`config.mk`:
```
export PLATFORM = sky130hd
export DESIGN_NAME = systolic_feeder
export DESIGN_NICKNAME = d
export VERILOG_FILES = /design/src/rtl/systolic_feeder.sv
export SDC_FILE = /design/constraint.sdc
export NUM_CORES = 1
export LEC_CHECK = 0
export ABC_AREA = 1
export BUFFER_PORTS_ARGS = -buffer_cell sky130_fd_sc_hd__buf_2
export CAP_MARGIN = 20
export CORE_MARGIN = 2
export CORE_UTILIZATION = 47
export DETAILED_ROUTE_END_ITERATION = 6
export HOLD_SLACK_MARGIN = 0.1
export PLACE_DENSITY = 0.84
export RECOVER_POWER = 100
export REMOVE_ABC_BUFFERS = 1
export SYNTH_ARGS = -nofsm -noshare
export SYNTH_HDL_FRONTEND = slang
export SYNTH_SLANG_ARGS = --single-unit
```
`constraint.sdc`:
```
create_clock -name clk -period 3.5 [get_ports clk]
set_clock_uncertainty 0.2 [all_clocks]
set_input_delay 0.7 -clock clk [delete_from_list [all_inputs] [get_ports clk]]
set_output_delay 0.7 -clock clk [all_outputs]
set_load 0.05 [all_outputs]
```
`src/rtl/systolic_feeder.sv`:
```
// Read sequencer and diagonal skew register stage between the 4x4 operand memory and the systolic array.
// Optional abort input is built when FEEDER_ABORT_EN is defined.
`timescale 1ns/1ps
module systolic_feeder #(
  parameter int DATA_WIDTH = 8,
  parameter int DIM        = 4
) (
  input  logic                    clk,
  input  logic                    rst_n,
  input  logic                    start,
`ifdef FEEDER_ABORT_EN
  input  logic                    abort,
`endif
  input  logic [4*DATA_WIDTH-1:0] mem_data_in,
  output logic [3:0]              rd_en,
  output logic [7:0]              rd_elem,
  output logic [4*DATA_WIDTH-1:0] a_out,
  output logic [3:0]              a_valid,
  output logic                    busy,
  output logic                    done
);

  // state | meaning
  // IDLE  | waiting for start
  // RUN   | issuing reads, step 0..6 walks the skewed wavefront
  // DRAIN | last skewed word on a_out, done pulses
  typedef enum logic [1:0] {IDLE, RUN, DRAIN} state_t;

  state_t                  state;
  logic [2:0]              step;
  logic                    kill;
  logic [4*DATA_WIDTH-1:0] a_nxt;

`ifdef FEEDER_ABORT_EN
  assign kill = abort;
`else
  assign kill = 1'b0;
`endif

  // Line i trails line 0 by i steps, so its element index is step - i.
  always_comb begin
    rd_en   = '0;
    rd_elem = '0;
    if (state == RUN) begin
      for (int i = 0; i < DIM; i++) begin
        if (step >= 3'(i) && step <= 3'(i + 3)) begin
          rd_en[i]         = 1'b1;
          rd_elem[2*i +: 2] = 2'(step - 3'(i));
        end
      end
    end
  end

  always_comb begin
    a_nxt = '0;
    for (int i = 0; i < DIM; i++) begin
      if (rd_en[i]) a_nxt[DATA_WIDTH*i +: DATA_WIDTH] = mem_data_in[DATA_WIDTH*i +: DATA_WIDTH];
    end
  end

  always_ff @(posedge clk or negedge rst_n) begin
    if (!rst_n) begin
      state <= IDLE;
      step  <= '0;
      busy  <= 1'b0;
      done  <= 1'b0;
    end else if (kill) begin
      state <= IDLE;
      step  <= '0;
      busy  <= 1'b0;
      done  <= 1'b0;
    end else begin
      case (state)
        IDLE: begin
          done <= 1'b0;
          step <= '0;
          if (start) begin
            state <= RUN;
            busy  <= 1'b1;
          end
        end
        RUN: begin
          if (step == 3'd6) begin
            state <= DRAIN;
            done  <= 1'b1;
          end else begin
            step <= step + 3'd1;
          end
        end
        DRAIN: begin
          state <= IDLE;
          step  <= '0;
          busy  <= 1'b0;
          done  <= 1'b0;
        end
        default: begin
          state <= IDLE;
          step  <= '0;
          busy  <= 1'b0;
          done  <= 1'b0;
        end
      endcase
    end
  end

  // Disabled lines are zeroed so stale memory data never reaches the array.
  always_ff @(posedge clk or negedge rst_n) begin
    if (!rst_n) begin
      a_valid <= '0;
      a_out   <= '0;
    end else if (kill) begin
      a_valid <= '0;
      a_out   <= '0;
    end else begin
      a_valid <= rd_en;
      a_out   <= a_nxt;
    end
  end

endmodule

```
==> qor.yml <==
status: "finished, violations left"
violations: "capacitance limit, slew limit"
hpwl_mm: 2.22
netlist_top_cells_area: "dfrtp_1, nor2_1, inv_1"
start_util_pct: 48.7
min_path_cells: 2
post_cts_resized: 0
fmax_mhz: 333
synth_edf_count: 0
worstPathRequired_ns: 2.60
yosysUniqueCellTypes: 13
synthTopCellsByCount: "nor2_1, dfrtp_1, inv_1, nand2_1, nand3_1"
post-route-drc-count: 0
path_cells: "inv_1 -> ha_1 -> or2_0 -> nand3_1 -> nor2_1 -> clkbuf_2"
layout_min_cycle_time_ns: 3.00
num_antenna_cells: 0
nFillCells: 325
yosys_warnings: 0
rsz0062_at_grt: "no"
clk_pin_slew_ns: 0.10
num_vias: 1288
r2r_start: "step[0]"
cts_buffers: 5
grt_pass1_vias: 1147
dieWidth_um: 62.8
viasPerCell: 4.29
endpoint: "rd_elem[2]"
cts_tree: "built"
crit_path_end_kind: "output port"
worstPathArrival_ns: 2.10
grt.overflow.total: 0
ys_ff_latch: 43
path_delay_family: "simple AND/OR/NAND/NOR gates"
crit_fanout: 11
critical_path_buf_inv_count: 2
place_congestion: 0.764
critPathLaunchType: "flip-flop"
firstDrtPassIters: 4
syn_avg_cell_area_um2: 9.73
core_mm2: 0.00334
nets: 294
fin_setup_tns_ns: 0
synth.most_common_cell: "nor2_1"
synth_area_mm2: 0.00163
drv_cap: 1
grt_max_degree: 44
clock_path_buffers: 2
ant_nets: 0
post-route-period-util_pct: 85.8
synthFlopType: "dfrtp_1"
cp_num_cells: 6
reg2reg_slack_ns: 1.69
dieHeight_um: 62.8
ios: 85
seqCellArea_mm2: 0.00108
postCtsSetupBuffers: 0
drt_iter0_markers: 50
cp_slowest_cell: "dfrtp_1"
slew_headroom_pct: -44.5
grt_pass1_wl_mm: 4.84
multi_input_area_um2: 335
slew_viol_final: 44
yosysTopAreaCellShare_pct: 66.2
finalHoldViolations: 0
yosysSeqAreaShare_pct: 66.2
setup_viol: 0
startpoint: "step[0]"
row_count: 21
die-area_mm2: 0.00394
holdBufCountCts: 0
area_delta_synth_final_pct: 25.8
wl_mm: 2.95
async_reset_ff_share_pct: 100
avgRoutedWirePerCell_um: 9.82
reg2regPathDepth: 5
worstMarginPinSlew_ns: 2.17
cts_root_buf: "clkbuf_4"
hp-class: "flip-flop to flip-flop"
cts_num_sinks: 43
slowest_delay_ns: 0.45
cts.htree.levels: 2
yosysTopAreaCell: "dfrtp_1"
rr_endpoint: "a_valid[1]"
clk_latency_ns: 0.32
portBuffers: 84
drive_gt1_share_pct: 17.7
antenna_found_initial: 0
track_usage_pct: 16.0
syn_inst: 167
crit_type: "flip-flop to output port"
logic make-up (layout without fill, tap and decap cells):
| group | after synthesis | count (layout) | share of synthesized area (%) |
|---|---|---|---|
| and+or+nand+nor | 66 | 66 | 16.5 |
| buffers and inverters | 49 | 136 | 12.7 |
| AOI/OAI and AO/OA | 5 | 5 | 1.54 |
| DFF | 43 | 43 | 66.2 |
| adders and majority gates | 4 | 4 | 3.08 |
stage by stage:
step	utilization (%)	std cells	hold slack [ns]	area, um^2	setup WS [ns]
3_3_place_gp	62.0	294	0.262	2070	1.08
2_1_floorplan	-	164	0.204	1590	0.925
4_1_cts	63.3	300	0.301	2110	0.637
5_1_grt	61.3	300	0.327	2040	0.258
3_5_place_dp	62.0	294	0.274	2070	1.02
6_report	61.3	300	0.302	2040	0.498
worst min-delay path by stage:
stage,from,endpoint,slack (ns)
floorplan,rst_n,a_out[0],0.20
global placement,busy,busy,0.26
detailed placement,busy,busy,0.27
CTS,busy,busy,0.30
global route,mem_data_in[16],a_out[16],0.33
finish,busy,busy,0.30
state kept, by name, summed over array words and instances (netlist names):
register  cells
step          3
state         2
a_out        32
busy          1
a_valid       4
done          1
cells in the final DEF (no fill, tap or decap):
cell | Yosys | routed
nand2_1 | 11 | 12
nand2_2 | 2 | 1
inv_2 | 3 | 2
nor2_1 | 46 | 46
clkbuf_2 | 0 | 1
a21oi_1 | 2 | 2
dfrtp_1 | 43 | 43
or2_0 | 1 | 1
nand3_1 | 5 | 6
clkbuf_4 | 0 | 5
o21ai_0 | 3 | 3
buf_2 | 0 | 36
inv_1 | 43 | 44
clkbuf_1 | 0 | 48
ha_1 | 4 | 4
layer usage:
metal / wire length [um] / share of wire [%] / vias to the layer above / track usage [%]
met5: 0 / 0 / - / 0
met4: 41 / 1.4 / 0 / 5.00
met3: 246 / 8.4 / 5 / 6.31
met2: 1430 / 49 / 59 / 27.2
met1: 1220 / 42 / 582 / 18.8
li1: - / - / 642 / -
worst register-to-register path, delay by kind of cell (launching register included):
kind / cells / cell delay (ns)
fa+ha+maj: 1 / 0.22
buf+inv: 2 / 0.28
flops: 1 / 0.44
simple gates: 2 / 0.54
area by class of cell:
class	count	share of cell area (%)
repair buffers	84	17.7
inverters	46	8.45
multi-input cells	75	16.4
clock buffers	6	2.02
flip-flops and latches	43	52.6
well taps	46	2.82
Power is not shown: default switching activity piles up to over one toggle a cycle in this logic, so the estimate is an artifact.
